## config.mk

```make
export PLATFORM = sky130hd
export DESIGN_NAME = load_align_unit_flat
export DESIGN_NICKNAME = d
export VERILOG_FILES = /design/src/rtl/load_align_unit_pkg.sv /design/src/rtl/load_align_unit_if.sv /design/src/rtl/load_align_unit_extract.sv /design/src/rtl/load_align_unit.sv /design/src/flat_wrapper.sv
export SDC_FILE = /design/constraint.sdc
export NUM_CORES = 1
export LEC_CHECK = 0
export CAP_MARGIN = 30
export CORE_MARGIN = 1.5
export CORE_UTILIZATION = 50
export CTS_CLUSTER_SIZE = 30
export DETAILED_ROUTE_END_ITERATION = 10
export PLACE_DENSITY = 0.81
export SYNTH_ARGS = -nofsm -noshare
export SYNTH_HDL_FRONTEND = slang
export SYNTH_SLANG_ARGS = --single-unit
```

## constraint.sdc

```tcl
create_clock -name clk -period 4.9 [get_ports clk]
set_input_delay 0.735 -clock clk [delete_from_list [all_inputs] [get_ports clk]]
set_output_delay 0.735 -clock clk [all_outputs]
set_load 0.01 [all_outputs]
```

## src/rtl/load_align_unit_pkg.sv

```systemverilog
// rtl/load_align_unit_pkg.sv - load funct3 codes, FSM states and size/legality helpers
package load_pkg;

    localparam logic [2:0] LB  = 3'b000;
    localparam logic [2:0] LH  = 3'b001;
    localparam logic [2:0] LW  = 3'b010;
    localparam logic [2:0] LD  = 3'b011;
    localparam logic [2:0] LBU = 3'b100;
    localparam logic [2:0] LHU = 3'b101;
    localparam logic [2:0] LWU = 3'b110;

    typedef enum logic [2:0] {
        IDLE,
        RD0,
        WT0,
        RD1,
        WT1,
        RESP
    } state_t;

    // Access size in bytes; zero for the reserved encoding.
    function automatic logic [3:0] load_size(input logic [2:0] funct3);
        case (funct3)
            LB, LBU: load_size = 4'd1;
            LH, LHU: load_size = 4'd2;
            LW, LWU: load_size = 4'd4;
            LD:      load_size = 4'd8;
            default: load_size = 4'd0;
        endcase
    endfunction

    function automatic logic load_legal(input logic [2:0] funct3, input int xlen);
        case (funct3)
            LB, LH, LW, LBU, LHU: load_legal = 1'b1;
            LD, LWU:              load_legal = (xlen == 64);
            default:              load_legal = 1'b0;
        endcase
    endfunction

endpackage

```

## src/rtl/load_align_unit_if.sv

```systemverilog
// rtl/load_align_unit_if.sv - request, memory-port and response handshake bundle
interface load_align_unit_if #(parameter int XLEN = 32) ();

    logic            req_valid;
    logic            req_ready;
    logic [2:0]      req_funct3;
    logic [XLEN-1:0] req_addr;

    logic            mem_req_valid;
    logic            mem_req_ready;
    logic [XLEN-1:0] mem_addr;
    logic            mem_rsp_valid;
    logic [XLEN-1:0] mem_rdata;

    logic            rsp_valid;
    logic            rsp_ready;
    logic [XLEN-1:0] rsp_data;
    logic            rsp_err;
    logic            misaligned;

    modport master (
        output req_valid, req_funct3, req_addr,
        output mem_req_ready, mem_rsp_valid, mem_rdata,
        output rsp_ready,
        input  req_ready, mem_req_valid, mem_addr,
        input  rsp_valid, rsp_data, rsp_err, misaligned
    );

    modport slave (
        input  req_valid, req_funct3, req_addr,
        input  mem_req_ready, mem_rsp_valid, mem_rdata,
        input  rsp_ready,
        output req_ready, mem_req_valid, mem_addr,
        output rsp_valid, rsp_data, rsp_err, misaligned
    );

endinterface

```

## src/rtl/load_align_unit_extract.sv

```systemverilog
// rtl/load_align_unit_extract.sv - shifts merged read data to the addressed byte and extends it
module load_extract
    import load_pkg::*;
#(
    parameter int  XLEN = 32,
    localparam int OFFW = $clog2(XLEN / 8)
) (
    input  logic [2*XLEN-1:0] merged,
    input  logic [OFFW-1:0]   off,
    input  logic [2:0]        funct3,
    output logic [XLEN-1:0]   data
);

    logic [XLEN-1:0] shifted;

    assign shifted = XLEN'(merged >> {off, 3'b000});

    always_comb begin
        data = '0;
        case (funct3)
            LB:      data = XLEN'($signed(shifted[7:0]));
            LBU:     data = XLEN'(shifted[7:0]);
            LH:      data = XLEN'($signed(shifted[15:0]));
            LHU:     data = XLEN'(shifted[15:0]);
            LW:      data = XLEN'($signed(shifted[31:0]));
            LWU:     data = XLEN'(shifted[31:0]);
            LD:      data = shifted;
            default: data = '0;
        endcase
    end

endmodule

```

## src/rtl/load_align_unit.sv

```systemverilog
// rtl/load_align_unit.sv - load path FSM issuing one or two aligned reads per request
module load_align_unit
    import load_pkg::*;
#(
    parameter int XLEN = 32
) (
    input logic              clk,
    input logic              reset,
    load_align_unit_if.slave bus
);

    localparam int NB   = XLEN / 8;
    localparam int OFFW = $clog2(NB);

    state_t          state_q, state_d;
    logic [2:0]      funct3_q, funct3_d;
    logic [XLEN-1:0] addr_q, addr_d;
    logic [XLEN-1:0] word0_q, word0_d;
    logic [XLEN-1:0] rsp_data_q, rsp_data_d;
    logic            misal_q, misal_d;
    logic            rsp_err_q, rsp_err_d;

    logic [XLEN-1:0]   base;
    logic [XLEN-1:0]   base_next;
    logic [2*XLEN-1:0] merged;
    logic [XLEN-1:0]   extracted;
    logic              req_misal;

    assign base      = {addr_q[XLEN-1:OFFW], {OFFW{1'b0}}};
    assign base_next = base + XLEN'(NB);
    assign req_misal = (5'(bus.req_addr[OFFW-1:0]) + 5'(load_size(bus.req_funct3))) > 5'(NB);

    // Aligned loads see only word0 (arriving now); the high word is zero.
    assign merged = (state_q == WT1) ? {bus.mem_rdata, word0_q}
                                     : {{XLEN{1'b0}}, bus.mem_rdata};

    load_extract #(.XLEN(XLEN)) u_extract (
        .merged (merged),
        .off    (addr_q[OFFW-1:0]),
        .funct3 (funct3_q),
        .data   (extracted)
    );

    assign bus.rsp_data   = rsp_data_q;
    assign bus.rsp_err    = rsp_err_q;
    assign bus.misaligned = misal_q && (state_q != IDLE);

    always_comb begin
        state_d           = state_q;
        funct3_d          = funct3_q;
        addr_d            = addr_q;
        word0_d           = word0_q;
        rsp_data_d        = rsp_data_q;
        misal_d           = misal_q;
        rsp_err_d         = rsp_err_q;
        bus.req_ready     = 1'b0;
        bus.mem_req_valid = 1'b0;
        bus.mem_addr      = '0;
        bus.rsp_valid     = 1'b0;
        case (state_q)
            IDLE: begin
                bus.req_ready = 1'b1;
                if (bus.req_valid) begin
                    funct3_d = bus.req_funct3;
                    addr_d   = bus.req_addr;
                    misal_d  = req_misal;
                    if (load_legal(bus.req_funct3, XLEN)) begin
                        rsp_err_d = 1'b0;
                        state_d   = RD0;
                    end else begin
                        rsp_err_d  = 1'b1;
                        rsp_data_d = '0;
                        state_d    = RESP;
                    end
                end
            end
            RD0: begin
                bus.mem_req_valid = 1'b1;
                bus.mem_addr      = base;
                if (bus.mem_req_ready) state_d = WT0;
            end
            WT0: begin
                if (bus.mem_rsp_valid) begin
                    word0_d = bus.mem_rdata;
                    if (misal_q) begin
                        state_d = RD1;
                    end else begin
                        rsp_data_d = extracted;
                        state_d    = RESP;
                    end
                end
            end
            RD1: begin
                bus.mem_req_valid = 1'b1;
                bus.mem_addr      = base_next;
                if (bus.mem_req_ready) state_d = WT1;
            end
            WT1: begin
                if (bus.mem_rsp_valid) begin
                    rsp_data_d = extracted;
                    state_d    = RESP;
                end
            end
            RESP: begin
                bus.rsp_valid = 1'b1;
                if (bus.rsp_ready) state_d = IDLE;
            end
            default: state_d = IDLE;
        endcase
    end

    always_ff @(posedge clk) begin
        if (reset) begin
            state_q    <= IDLE;
            funct3_q   <= '0;
            addr_q     <= '0;
            word0_q    <= '0;
            rsp_data_q <= '0;
            misal_q    <= 1'b0;
            rsp_err_q  <= 1'b0;
        end else begin
            state_q    <= state_d;
            funct3_q   <= funct3_d;
            addr_q     <= addr_d;
            word0_q    <= word0_d;
            rsp_data_q <= rsp_data_d;
            misal_q    <= misal_d;
            rsp_err_q  <= rsp_err_d;
        end
    end

endmodule

```

## src/flat_wrapper.sv

```systemverilog
// flat-port wrapper written by rule: the top's interface ports become plain ports
module load_align_unit_flat import load_pkg::*;
#(
    parameter int XLEN = 32
)
  (clk, reset, bus_req_valid, bus_req_funct3, bus_req_addr, bus_mem_req_ready, bus_mem_rsp_valid, bus_mem_rdata, bus_rsp_ready, bus_req_ready, bus_mem_req_valid, bus_mem_addr, bus_rsp_valid, bus_rsp_data, bus_rsp_err, bus_misaligned);
  load_align_unit_if #(.XLEN(XLEN)) bus_i ();
  input logic clk;
  input logic reset;
  input wire logic [$bits(bus_i.req_valid)-1:0] bus_req_valid;
  input wire logic [$bits(bus_i.req_funct3)-1:0] bus_req_funct3;
  input wire logic [$bits(bus_i.req_addr)-1:0] bus_req_addr;
  input wire logic [$bits(bus_i.mem_req_ready)-1:0] bus_mem_req_ready;
  input wire logic [$bits(bus_i.mem_rsp_valid)-1:0] bus_mem_rsp_valid;
  input wire logic [$bits(bus_i.mem_rdata)-1:0] bus_mem_rdata;
  input wire logic [$bits(bus_i.rsp_ready)-1:0] bus_rsp_ready;
  output wire logic [$bits(bus_i.req_ready)-1:0] bus_req_ready;
  output wire logic [$bits(bus_i.mem_req_valid)-1:0] bus_mem_req_valid;
  output wire logic [$bits(bus_i.mem_addr)-1:0] bus_mem_addr;
  output wire logic [$bits(bus_i.rsp_valid)-1:0] bus_rsp_valid;
  output wire logic [$bits(bus_i.rsp_data)-1:0] bus_rsp_data;
  output wire logic [$bits(bus_i.rsp_err)-1:0] bus_rsp_err;
  output wire logic [$bits(bus_i.misaligned)-1:0] bus_misaligned;
  assign bus_i.req_valid = bus_req_valid;
  assign bus_i.req_funct3 = bus_req_funct3;
  assign bus_i.req_addr = bus_req_addr;
  assign bus_i.mem_req_ready = bus_mem_req_ready;
  assign bus_i.mem_rsp_valid = bus_mem_rsp_valid;
  assign bus_i.mem_rdata = bus_mem_rdata;
  assign bus_i.rsp_ready = bus_rsp_ready;
  assign bus_req_ready = bus_i.req_ready;
  assign bus_mem_req_valid = bus_i.mem_req_valid;
  assign bus_mem_addr = bus_i.mem_addr;
  assign bus_rsp_valid = bus_i.rsp_valid;
  assign bus_rsp_data = bus_i.rsp_data;
  assign bus_rsp_err = bus_i.rsp_err;
  assign bus_misaligned = bus_i.misaligned;
  load_align_unit #(.XLEN(XLEN)) u_core (.clk(clk), .reset(reset), .bus(bus_i));
endmodule
```

# Word-level counts from Yosys, hierarchy flattened
# Index checks and enable logic that the tools add are counted.
[totals]
mem_bits_rw = 0
input_bits = 73
romBits = 0
regBits = 104
latch_bits = 0
mem_count = 0
[op_classes]
n_div = 0
n_mul = 0
bitwise = 0
n_eq_ne = 25
shifts = 1
magnitude_cmp = 1
n_addsub = 2
n_reduce_logical = 16
muxes = 26
[op_table]
columns = ["op", "n"]
rows = [
  ["32-bit two-way mux", 5],
  ["32-bit case mux with 5 select lines", 1],
  ["32-bit case mux with 3 select lines", 1],
  ["64-bit two-way mux", 1],
  ["32-bit case mux with 2 select lines", 1],
  ["64-bit by 5-bit right shift with 32-bit output", 1],
  ["32-bit by 3-bit adder with 32-bit output (second input constant)", 1],
  ["3-bit equality test (second input constant)", 8],
  ["3-bit two-way mux", 8],
  ["3-bit by 2-bit equality test with 1-bit output (second input constant)", 6],
  ["3-bit case mux with 6 select lines", 1],
  ["2-bit inequality test (second input constant)", 8],
  ["4-bit case mux with 4 select lines", 1],
  ["6-bit AND reduction", 2],
  ["3-bit by 1-bit equality test with 1-bit output (second input constant)", 3],
  ["3-bit zero test", 3],
  ["2-bit OR reduction", 4],
  ["1-bit two-way mux", 7],
  ["3-bit nonzero test", 2],
  ["2-bit by 4-bit adder with 5-bit output", 1],
  ["5-bit by 3-bit > comparator with 1-bit output (second input constant)", 1],
  ["5-bit OR reduction", 1],
  ["2-bit AND reduction", 2],
  ["3-bit OR reduction", 1],
  ["1-bit logical AND", 1],
]

# Logic depth before layout (Yosys ltp)
# Gate-level depths: netlist of the first run.
[logic_depth]
ltp_word = 8
depth_mapped = 9
mapped_depth_nobuf = 7

# Cells and area by module
# From an unflattened synthesis of the first run, not the netlist that was laid out.
[unflattened]
cells_unflattened = 837
hier_area_um2 = 6658.9
[modules_own_cells]
columns = ["module", "area_per_inst_um2", "n_inst", "cells_each"]
rows = [
  ["load_align_unit", 5524.0, 1, 705],
  ["load_extract", 1134.8, 1, 132],
]

# Worst setup path after synthesis of the first run
# No wires, ideal clock.
[synth_timing]
kind = "register to output"
from = "register u_core.addr_q[10]"
to = "output bus_mem_addr[27]"
path_buffers = 1
arrival_time_ps = 1821
path_slack_ps = 2344
path_stages_with_launch = 7
t_required_ps = 4165
path_cell_list = "dfxtp_1 -> nand4_1 -> nor4_1 -> clkbuf_1 -> nand4_1 -> xor2_1 -> nor2_1"
[synth_via]
elab_chain_len = 2
[synth_rtl]
columns = ["element", "line_no", "rtl"]
rows = [
  ["start, declared", "load_align_unit.sv:17", "logic [XLEN-1:0] addr_q, addr_d;"],
  ["start signal, assigned", "load_align_unit.sv:124", "addr_q <= addr_d;"],
  ["32-bit by 3-bit adder with 32-bit output", "load_align_unit.sv:30", "assign base_next = base + XLEN'(NB);"],
  ["32-bit case mux with 2 select lines", "load_align_unit.sv:60", "case (state_q)"],
  ["end, declared", "flat_wrapper.sv:19", "output wire logic [$bits(bus_i.mem_addr)-1:0] bus_mem_addr;"],
]
# Every way passes these cells.

# Worst setup path in the final report of the first run
[layout_timing]
from = "register u_core.addr_q[10]"
to = "output bus_mem_addr[30]"
# Same word-level chain as after synthesis.

==> impl_metrics.tcl, run 1 <==
set metrics [dict create \
    unrepaired_setup_endpoints_after_global_routing "false" \
    synthXorXnorAreaFrac_pct 4.33 \
    cp_slowest_cell "sky130_fd_sc_hd__nor4_2" \
    power.density_cell_area_nw_per_um2 342 \
    critical_path_class "register to output port" \
    clock_tree_from_tritoncts "built" \
    post_synth_mux_area_share_pct 15.9 \
    pwr-share-clk_pct 27.4 \
    top_level_ports 142 \
    grt_util_met1_pct 34.0 \
    floorplan.initialDensity_pct 51.4 \
    site_row_count 39 \
    htreeDepth 3 \
    hold_ws_ns 0.456 \
    globalplace.congestion 0.907 \
    cts-resized-gates 0 \
    status "finished, final reports clean" \
    skew_ns 0.00570 \
    timing.critical_path.required_ns 4.16 \
    synth-edff-count 0 \
    critical_path_fanout_max 14 \
    netlist_area_um2 5870 \
    hold_viol 0 \
    syn_avg_cell_area_um2 8.21 \
    max_stage_delay_ns 1.00 \
    proportion_of_power_drawn_by_flip_flops_and_latches_pct 39.9 \
    maximum_number_of_pins_on_one_net_before_global_route_repair 74 \
    comb_power_share_pct 32.7 \
    core_area_um2 11400 \
    post_synth_fa_ha_maj_area_fraction_pct 0.980 \
    synthDistinctLibCells 45 \
    routed-via-count 5757 \
    clk_pin_slew_worst_paths_ns 0.07 \
    cell_internal_power_dissipation_mw 1.74 \
    finalWirelength_um 17000 \
    crit_path_start_kind "register" \
    cts-root-buf "sky130_fd_sc_hd__clkbuf_16" \
    detail_route.iter0.violations 423 \
    worst_path_most_repeated_cell "sky130_fd_sc_hd__nand4_1" \
    post-route-worst-setup-slack_ns 1.09 \
    num_antenna_cells 0 \
    pre_cts_ws_ns 1.51 \
    drt-pass1-iter-count 6 \
    drt-wirelength-per-cell_um 17.6 \
    max-cap-violations 0 \
    grt_pass1_wl_um 27100 \
    share_of_cells_above_drive_strength_1_pct 6.59 \
    max-slew-margin-rel_pct 24.0 \
    ant_nets 0 \
    global_route.usage.total_pct 26.7 \
    global_route.overflow_total 0 \
    timing.final.setup_violations 0 \
    clock_latency_ns 0.35 \
    final.setup.tns_ns 0 \
    yosys_warnings 0 \
    yosys.area_share.simple_pct 21.9 \
    finalCritPeriodShare_pct 77.8 \
    net-switching-power_uw 855 \
    worst_hold_path_type "register to register" \
    die_area_um2 12400 \
    setup.worst_path.end_class "output port" \
    ys_dominant_reg_cell "sky130_fd_sc_hd__dfxtp_1" \
    initial_antenna_violation_count 0 \
    grt_pass1_vias 5487 \
    async_reset_ff_share_pct 0 \
    fmax_mhz 262 \
    grt_use_met3_pct 5.39 \
    arrival_time_at_the_worst_endpoint_ns 3.08 \
    finish.net_count 895 \
    globalRouteMet2Util_pct 44.9 \
    die_span_y_um 111 \
    detail_route.drc_violations 0 \
    worstMarginPinSlew_ns 1.13 \
    power.static_leakage_nw 2.57 \
    hpwl_um 11600 \
    period_needed_ns 3.81 \
    combinational_family_with_the_most_area_after_synthesis "simple AND/OR/NAND/NOR gates" \
    numClockSinks 104 \
    max-clock-path-buffers 2 \
    via_per_inst 5.98 \
    report.final.slew_viol_count 0 \
    cts_inserted_buffers 9 \
    portBuffers 139 \
    synth_compound_gate_area_share_pct 16.6 \
    grt_busiest_layer "met2" \
    seq_area_frac_synth_pct 35.5 \
    cts-hold-fix-buffers 0 \
    switching_share_pct 32.9 \
    areaGrowthSynthToFinish_pct 29.6 \
    postSynthRegisterBits 104 \
    post_synth_inst_count 715 \
    critical_path.cell_chain "nand4_1 -> nor4_2 -> nand4_1 -> xor2_1 -> nor2_1 -> clkdlybuf4s50_1" \
    irDropWorstVdd_uv 202 \
    die_width_um 111 \
    cts.repair_timing.setup_buffer_count 0 \
]
synthesized netlist by cell type (7+ instances only):
cell                        number  area, µm²
sky130_fd_sc_hd__and3_1          9       56.3
sky130_fd_sc_hd__buf_1           7       26.3
sky130_fd_sc_hd__o2bb2ai_1       7       61.3
sky130_fd_sc_hd__nor2_1         43        161
sky130_fd_sc_hd__o21ai_0        25        125
sky130_fd_sc_hd__nand4_1        13       81.3
sky130_fd_sc_hd__dfxtp_1       104       2080
sky130_fd_sc_hd__nor3_1         10       50.1
sky130_fd_sc_hd__a2111o_1        8       90.1
sky130_fd_sc_hd__mux2i_1        53        531
sky130_fd_sc_hd__xor2_1         26        228
sky130_fd_sc_hd__mux4_2         16        360
sky130_fd_sc_hd__nand2_1       164        616
sky130_fd_sc_hd__a221o_1         9       90.1
sky130_fd_sc_hd__a2111oi_0       8       70.1
sky130_fd_sc_hd__a21oi_1        85        425
sky130_fd_sc_hd__nand3_1        20        100
sky130_fd_sc_hd__clkbuf_1       37        139
sky130_fd_sc_hd__nor2b_1        10       62.6
kinds of logic after synthesis:
family / after synthesis
AOI/OAI and AO/OA: 153
xor gates and xnor gates: 29
adders and majority gates: 4
buffers and inverters: 62
DFF: 104
muxes: 73
other: 1
and+or+nand+nor: 289
critical path: cells and delay by family (launching register included):
kind | cells | cell delay [ns]
xor+xnor | 1 | 0.21
flops | 1 | 0.44
simple gates | 4 | 1.50
buf+inv | 1 | 0.59
cell usage in the layout (no fill, tap or decap), types with 2 or more instances in the layout:
master and count:
sky130_fd_sc_hd__nand2_1 164, sky130_fd_sc_hd__clkdlybuf4s50_1 138, sky130_fd_sc_hd__dfxtp_1 103, sky130_fd_sc_hd__a21oi_1 84, sky130_fd_sc_hd__mux2i_1 53, sky130_fd_sc_hd__nor2_1 43
sky130_fd_sc_hd__xor2_1 26, sky130_fd_sc_hd__o21ai_0 25, sky130_fd_sc_hd__nand3_1 20, sky130_fd_sc_hd__mux4_2 16, sky130_fd_sc_hd__nand4_1 13, sky130_fd_sc_hd__nor3_1 10
sky130_fd_sc_hd__nor2b_1 10, sky130_fd_sc_hd__and3_1 9, sky130_fd_sc_hd__a221o_1 9, sky130_fd_sc_hd__clkbuf_16 9, sky130_fd_sc_hd__a2111o_1 8, sky130_fd_sc_hd__a2111oi_0 8
sky130_fd_sc_hd__o2bb2ai_1 7, sky130_fd_sc_hd__buf_4 7, sky130_fd_sc_hd__and4_1 6, sky130_fd_sc_hd__nand2b_1 5, sky130_fd_sc_hd__inv_1 4, sky130_fd_sc_hd__and2_1 4
sky130_fd_sc_hd__mux2_2 4, sky130_fd_sc_hd__xnor2_1 3, sky130_fd_sc_hd__ha_1 3, sky130_fd_sc_hd__buf_16 3, sky130_fd_sc_hd__a211oi_2 2, sky130_fd_sc_hd__o221a_2 2
sky130_fd_sc_hd__conb_1 2, sky130_fd_sc_hd__clkinvlp_4 2
path summary, 6_finish.rpt:
kind / start / cells past startpoint / endpoint / slack, ns
max: u_core.addr_q[10]$_SDFFE_PP0P_ / 6 / bus_mem_addr[30] / 1.09
min: u_core.bus.rsp_data[6]$_SDFFE_PP0P_ / 2 / u_core.bus.rsp_data[6]$_SDFFE_PP0P_ / 0.46
max reg2reg: u_core.state_q[1]$_SDFFE_PP0P_ / 5 / u_core.bus.rsp_data[22]$_SDFFE_PP0P_ / 1.83
min reg2reg: u_core.bus.rsp_data[6]$_SDFFE_PP0P_ / 2 / u_core.bus.rsp_data[6]$_SDFFE_PP0P_ / 0.46
registers in the layout, indices dropped and copies added, names as in the netlist:
name,count
u_core.addr_q,32
u_core.bus.rsp_data,32
u_core.word0_q,32
u_core.funct3_q,3
u_core.state_q,3
u_core.bus.rsp_err,1
u_core.misal_q,1
power by group through the flow:
| stage | clock network [mW] | registers, mW | logic, mW |
|---|---|---|---|
| floorplan | 0 | 1.02 | 0.539 |
| global placement | 0 | 1.05 | 0.775 |
| detailed placement | 0 | 1.05 | 0.821 |
| CTS | 0.721 | 1.03 | 0.827 |
| global route | 0.751 | 1.05 | 0.915 |
| finish | 0.712 | 1.04 | 0.849 |
stage by stage:
stage	power (mW)	area (µm²)	std cells	util (%)
after floorplan	1.56	5870	716	-
after global placement	1.83	7240	947	63.4
after detailed placement	1.87	7300	949	63.9
after CTS	2.58	7580	962	66.4
after global routing	2.71	7610	963	66.6
final	2.60	7610	963	66.6
routing by layer:
layer	wire (µm)	part of all wire (%)
met1	7060	42
met2	8250	49
met3	1270	7.5
met4	375	2.2
met5	0	0
final cells by class:
type,instances,area [µm²]
clock buffers,10,239
clock inverters,3,45.0
fillers,934,3810
inverters,4,15.0
multi-input cells,550,3520
flip-flops and latches,104,2080
well taps,143,179
repair buffers,149,1520
(Power assumes the default switching activity.)
==> run 2, diff against run 1 <==
--- a/config.mk
+++ b/config.mk
@@ -7,10 +7,10 @@
 export LEC_CHECK = 0
 export CAP_MARGIN = 30
 export CORE_MARGIN = 1.5
-export CORE_UTILIZATION = 50
+export CORE_UTILIZATION = 45
 export CTS_CLUSTER_SIZE = 30
 export DETAILED_ROUTE_END_ITERATION = 10
-export PLACE_DENSITY = 0.81
+export PLACE_DENSITY = 0.77
 export SYNTH_ARGS = -nofsm -noshare
 export SYNTH_HDL_FRONTEND = slang
 export SYNTH_SLANG_ARGS = --single-unit
==> constraint.sdc (replaced) <==
create_clock -name clk -period 3.5 [get_ports clk]
set_input_delay 0.525 -clock clk [delete_from_list [all_inputs] [get_ports clk]]
set_output_delay 0.525 -clock clk [all_outputs]
set_load 0.01 [all_outputs]
==> run 2 against run 1 <==
Worst setup slack got worse by 0.64 ns. Combinational power grew 38%. Clock skew grew 0.0027 ns. Clock-buffer cell count unchanged. Total power rose by 38%. Critical path depth unchanged. First-iteration DRC count shrank 9.0%. Cell area is 0.30% higher. Clock power increased by 36%. Routed wire length about the same. Die area rose by 11%. Sequential share of layout area decreased by 0.081 points. Critical endpoint is now bus_mem_addr[31]. Largest cell class unchanged. Highest routed layer unchanged.
==> impl_metrics.tcl, run 2 (synthesis gave the netlist of run 1 again) <==
set metrics [dict create \
    clock_latency_ns 0.35 \
    setup.worst_path.end_class "output port" \
    die_span_y_um 117 \
    hpwl_um 12300 \
    worst_reg2reg_path_startpoint "u_core.state_q[1]$_SDFFE_PP0P_" \
    drt-wirelength-per-cell_um 17.0 \
    detail_route.drc_violations 0 \
    areaGrowthSynthToFinish_pct 30.0 \
    share_of_cells_above_drive_strength_1_pct 7.38 \
    top_level_ports 142 \
    worstMarginPinSlew_ns 0.804 \
    cts_inserted_buffers 9 \
    clock_tree_from_tritoncts "built" \
    numClockSinks 104 \
    max-clock-path-buffers 2 \
    regToRegSetupSlack_ns 0.82 \
    arrival_time_at_the_worst_endpoint_ns 2.53 \
    cts-hold-fix-buffers 0 \
    status "finished, final reports clean" \
    power.density_cell_area_nw_per_um2 470 \
    finish.net_count 900 \
    skew_ns 0.00837 \
    worstRegToRegCells 7 \
    drt-pass1-iter-count 7 \
    cts.repair_timing.setup_buffer_count 0 \
    finalCritPeriodShare_pct 87.3 \
    irDropWorstVdd_uv 268 \
    ant_nets 0 \
    crit_path_start_kind "register" \
    finalWirelength_um 17000 \
    maximum_number_of_pins_on_one_net_before_global_route_repair 74 \
    globalplace.congestion 0.846 \
    power.static_leakage_nw 2.58 \
    worstHoldEndpoint "u_core.bus.rsp_data[4]$_SDFFE_PP0P_" \
    worst_r2r_dst "u_core.bus.rsp_data[22]$_SDFFE_PP0P_" \
    hold_viol 0 \
    floorplan.initialDensity_pct 46.3 \
    post-layout-total-power_mw 3.58 \
    fmax_mhz 327 \
    critical_path_fanout_max 8 \
    final.setup.tns_ns 0 \
    report.final.slew_viol_count 0 \
    num-fill-cells 1118 \
    grt_pass1_vias 5442 \
    global_route.overflow_total 0 \
    via_per_inst 5.73 \
    max-cap-violations 0 \
    timing.critical_path.required_ns 2.97 \
    global_route.usage.total_pct 25.0 \
    period_needed_ns 3.05 \
    mostFrequentLayoutCells "sky130_fd_sc_hd__nand2_1 (164), sky130_fd_sc_hd__clkdlybuf4s50_1 (138), sky130_fd_sc_hd__dfxtp_1 (103)" \
    grt_pass1_wl_um 26600 \
    portBuffers 139 \
    worst_hold_path_type "register to register" \
    clk_pin_slew_worst_paths_ns 0.07 \
    initial_antenna_violation_count 0 \
    cts-resized-gates 0 \
    critical_path_class "register to output port" \
    max-slew-margin-rel_pct 46.4 \
    die_width_um 117 \
    layout.cells.most_common "sky130_fd_sc_hd__nand2_1" \
    die_area_um2 13700 \
    cts-root-buf "sky130_fd_sc_hd__clkbuf_16" \
    timing.hold.worst_path_depth 2 \
    timing.final.setup_violations 0 \
    num_antenna_cells 0 \
    hold_path.startpoint "u_core.bus.rsp_data[4]$_SDFFE_PP0P_" \
    detail_route.iter0.violations 385 \
    htreeDepth 3 \
    unrepaired_setup_endpoints_after_global_routing "false" \
    core_area_um2 12700 \
    routed-via-count 5721 \
    site_row_count 41 \
]
run 2: cell types whose count changed in the layout (fill, tap and decap cells not counted), sizes merged:
cell,delta
bufinv,-1
buf,+5
inv,+2
clkinv,+1
run 2: worst max-delay path by stage:
stage	startpoint	endpoint	depth (start not counted)
floorplan	u_core.addr_q[10]$_SDFFE_PP0P_	bus_mem_addr[27]	6
global placement	bus_req_valid	u_core.bus.rsp_data[22]$_SDFFE_PP0P_	7
detailed placement	bus_mem_rsp_valid	u_core.bus.rsp_data[22]$_SDFFE_PP0P_	7
CTS	u_core.state_q[1]$_SDFFE_PP0P_	bus_mem_addr[31]	6
global route	u_core.addr_q[10]$_SDFFE_PP0P_	bus_mem_addr[30]	7
finish	u_core.state_q[1]$_SDFFE_PP0P_	bus_mem_addr[31]	6
run 2: layer usage:
layer | track usage [%] | part of all wire [%] | vias up | routed length (µm)
met5 | 0 | 0 | - | 0
met4 | 9.88 | 2.1 | 0 | 364
met3 | 4.17 | 8.0 | 33 | 1360
met2 | 43.6 | 49 | 251 | 8330
met1 | 30.7 | 41 | 2696 | 6920
li1 | - | - | 2741 | -
run 2: worst max-delay path, cell delays in order (launching register included):
cell	delay, ns
sky130_fd_sc_hd__dfxtp_1	0.44
sky130_fd_sc_hd__and4_1	0.42
sky130_fd_sc_hd__and4_1	0.31
sky130_fd_sc_hd__nand4_1	0.13
sky130_fd_sc_hd__xor2_1	0.15
sky130_fd_sc_hd__nor2_1	0.16
sky130_fd_sc_hd__clkdlybuf4s50_1	0.57
run 2: area by class of cell:
type                       instances  area, µm²  share of cell area, %
clock buffer                      10        239                   3.13
clock inverter                     5       41.3                  0.541
inverter                           4       15.0                  0.197
multi-input combinational        550       3520                   46.2
sequential                       104       2080                   27.3
tap                              172        215                   2.82
timing repair buffer             154       1510                   19.8
run 2: power breakdown:
group,leakage [nW],internal (mW),switching [mW]
registers,0.845,1.31,0.137
clock network,0.132,0.505,0.461
logic,1.60,0.551,0.623
run 2: per-stage QoR:
step	utilization, %	setup slack (ns)	hold WS, ns	instance area (µm²)	cells
after floorplan	-	1.15	0.436	5870	716
after global placement	58.0	0.842	0.439	7350	984
after detailed placement	58.0	0.670	0.445	7350	984
after CTS	60.2	0.442	0.457	7630	999
after global routing	60.2	0.326	0.480	7630	999
final	60.2	0.446	0.455	7630	999
==> run 3, diff against run 2 <==
--- a/config.mk
+++ b/config.mk
@@ -7,10 +7,9 @@
 export LEC_CHECK = 0
 export CAP_MARGIN = 30
 export CORE_MARGIN = 1.5
-export CORE_UTILIZATION = 45
+export CORE_UTILIZATION = 32
 export CTS_CLUSTER_SIZE = 30
 export DETAILED_ROUTE_END_ITERATION = 10
-export PLACE_DENSITY = 0.77
 export SYNTH_ARGS = -nofsm -noshare
 export SYNTH_HDL_FRONTEND = slang
 export SYNTH_SLANG_ARGS = --single-unit
==> constraint.sdc (replaced) <==
create_clock -name clk -period 3.8 [get_ports clk]
set_input_delay 0.57 -clock clk [delete_from_list [all_inputs] [get_ports clk]]
set_output_delay 0.57 -clock clk [all_outputs]
set_load 0.01 [all_outputs]
==> run 3 against run 2 <==
Non-clock buffer count decreased by 2. Via count decreased by 4.6%. Clock-buffer cell count increased by 2. Worst setup slack improved by 0.18 ns. Core utilization decreased by 17 points. Sequential share of layout area decreased by 0.20 points. Critical path type unchanged. Largest cell class unchanged. Largest power group unchanged. Highest routed layer unchanged.
==> impl_metrics.tcl, run 3 (synthesis gave the netlist of run 1 again) <==
set metrics [dict create \
    status "finished, final reports clean" \
    clk_pin_slew_worst_paths_ns 0.07 \
    post-layout-total-power_mw 3.34 \
    unrepaired_setup_endpoints_after_global_routing "false" \
    finalWirelength_um 17700 \
    share_of_cells_above_drive_strength_1_pct 6.90 \
    power.density_cell_area_nw_per_um2 434 \
    top_level_ports 142 \
    cts-hold-fix-buffers 0 \
    skew_ns 0.00955 \
    site_row_count 49 \
    maximum_number_of_pins_on_one_net_before_global_route_repair 74 \
    cts_inserted_buffers 9 \
    global_route.usage.total_pct 18.4 \
    cts-resized-gates 0 \
    routed-via-count 5460 \
    numClockSinks 104 \
    setup.worst_path.end_class "output port" \
    cts.repair_timing.setup_buffer_count 0 \
    detail_route.iter0.violations 301 \
    critical_path_class "register to output port" \
    detail_route.drc_violations 0 \
    layout.cells.most_common "sky130_fd_sc_hd__nand2_1" \
    hold_viol 0 \
    hpwl_um 12500 \
    portBuffers 139 \
    global_route.overflow_total 0 \
    max-slew-margin-rel_pct 43.3 \
    htreeDepth 3 \
    report.final.slew_viol_count 0 \
    worst_hold_path_type "register to register" \
    worstMarginPinSlew_ns 0.850 \
    irDropWorstVdd_uv 269 \
    drt-pass1-iter-count 5 \
    grt_pass1_vias 5110 \
    mostFrequentLayoutCells "sky130_fd_sc_hd__nand2_1 (164), sky130_fd_sc_hd__clkdlybuf4s50_1 (138), sky130_fd_sc_hd__dfxtp_1 (103)" \
    max-clock-path-buffers 2 \
    critical_path_fanout_max 10 \
    num_antenna_cells 0 \
    die_area_um2 19200 \
    max-cap-violations 0 \
    globalplace.congestion 0.807 \
    power.static_leakage_nw 2.58 \
    core_area_um2 18000 \
    finalCritPeriodShare_pct 83.5 \
    final.setup.tns_ns 0 \
    clock_latency_ns 0.35 \
    timing.final.setup_violations 0 \
    fmax_mhz 315 \
    arrival_time_at_the_worst_endpoint_ns 2.60 \
    cts-root-buf "sky130_fd_sc_hd__clkbuf_16" \
    die_width_um 138 \
    timing.critical_path.required_ns 3.23 \
    clock_tree_from_tritoncts "built" \
    crit_path_start_kind "register" \
    grt_pass1_wl_um 28400 \
    via_per_inst 5.18 \
    initial_antenna_violation_count 1 \
    ant_nets 0 \
    drt-wirelength-per-cell_um 16.8 \
    die_span_y_um 138 \
    areaGrowthSynthToFinish_pct 30.9 \
    finish.net_count 898 \
    floorplan.initialDensity_pct 32.7 \
    period_needed_ns 3.17 \
]
==> run 3: cell types whose count changed in the layout (fill, tap and decap cells not counted), moves of 2 or more <==
cell / before / now
sky130_fd_sc_hd__clkbuf_1: 0 / 3
sky130_fd_sc_hd__clkinv_2: 0 / 3
sky130_fd_sc_hd__buf_4: 14 / 12
sky130_fd_sc_hd__clkinvlp_4: 2 / 0
sky130_fd_sc_hd__inv_6: 2 / 0
==> run 3: cell type report <==
cell class / instances / area [µm²]
fillers: 1813 / 10300
multi-input cells: 550 / 3520
flip-flops and latches: 104 / 2080
repair buffers: 152 / 1500
well taps: 229 / 287
clock buffers: 12 / 236
clock inverters: 4 / 45.0
inverters: 4 / 15.0
==> run 3: final timing paths <==
kind                            slack, ns  cells after the start                             from                                   end
worst max-delay path                 0.63                      7    u_core.addr_q[2]$_SDFFE_PP0P_                      bus_mem_addr[16]
worst min-delay path                 0.45                      2  u_core.word0_q[13]$_SDFFE_PP0P_       u_core.word0_q[13]$_SDFFE_PP0P_
worst max register to register       1.09                      6   u_core.state_q[1]$_SDFFE_PP0P_  u_core.bus.rsp_data[27]$_SDFFE_PP0P_
worst min register to register       0.45                      2  u_core.word0_q[13]$_SDFFE_PP0P_       u_core.word0_q[13]$_SDFFE_PP0P_
==> run 3: routing by layer <==
metal / track usage, % / share of wire (%) / vias up
met5: 0 / 0 / -
met4: 4.16 / 0.66 / 0
met3: 4.61 / 7.5 / 8
met2: 28.2 / 45 / 182
met1: 25.9 / 47 / 2540
li1: - / - / 2730
==> run 3: where the power goes <==
part           switching [mW]  internal (mW)  leakage [nW]  total, mW
combinational           0.586          0.505          1.59       1.09
sequential              0.118           1.20         0.845       1.32
clock                   0.413          0.509         0.140      0.922
total                    1.12           2.22          2.58       3.34
==> run 3: critical path, stage by stage, from the launching register on <==
cell,delay (ns)
sky130_fd_sc_hd__dfxtp_1,0.39
sky130_fd_sc_hd__ha_1,0.18
sky130_fd_sc_hd__and3_1,0.42
sky130_fd_sc_hd__and3_1,0.31
sky130_fd_sc_hd__nand4_1,0.13
sky130_fd_sc_hd__xor2_1,0.16
sky130_fd_sc_hd__nor2_1,0.11
sky130_fd_sc_hd__clkdlybuf4s50_1,0.55
==> run 3: per-stage QoR <==
step           cell area (µm²)  worst slack, ns  hold slack (ns)  util, %  std cells
2_1_floorplan             5870             1.41            0.436        -        716
3_3_place_gp              7410            0.909            0.441     41.2       1039
3_5_place_dp              7410            0.859            0.446     41.2       1039
4_1_cts                   7690            0.621            0.456     42.8       1055
5_1_grt                   7690            0.467            0.471     42.8       1055
6_report                  7690            0.627            0.453     42.8       1055
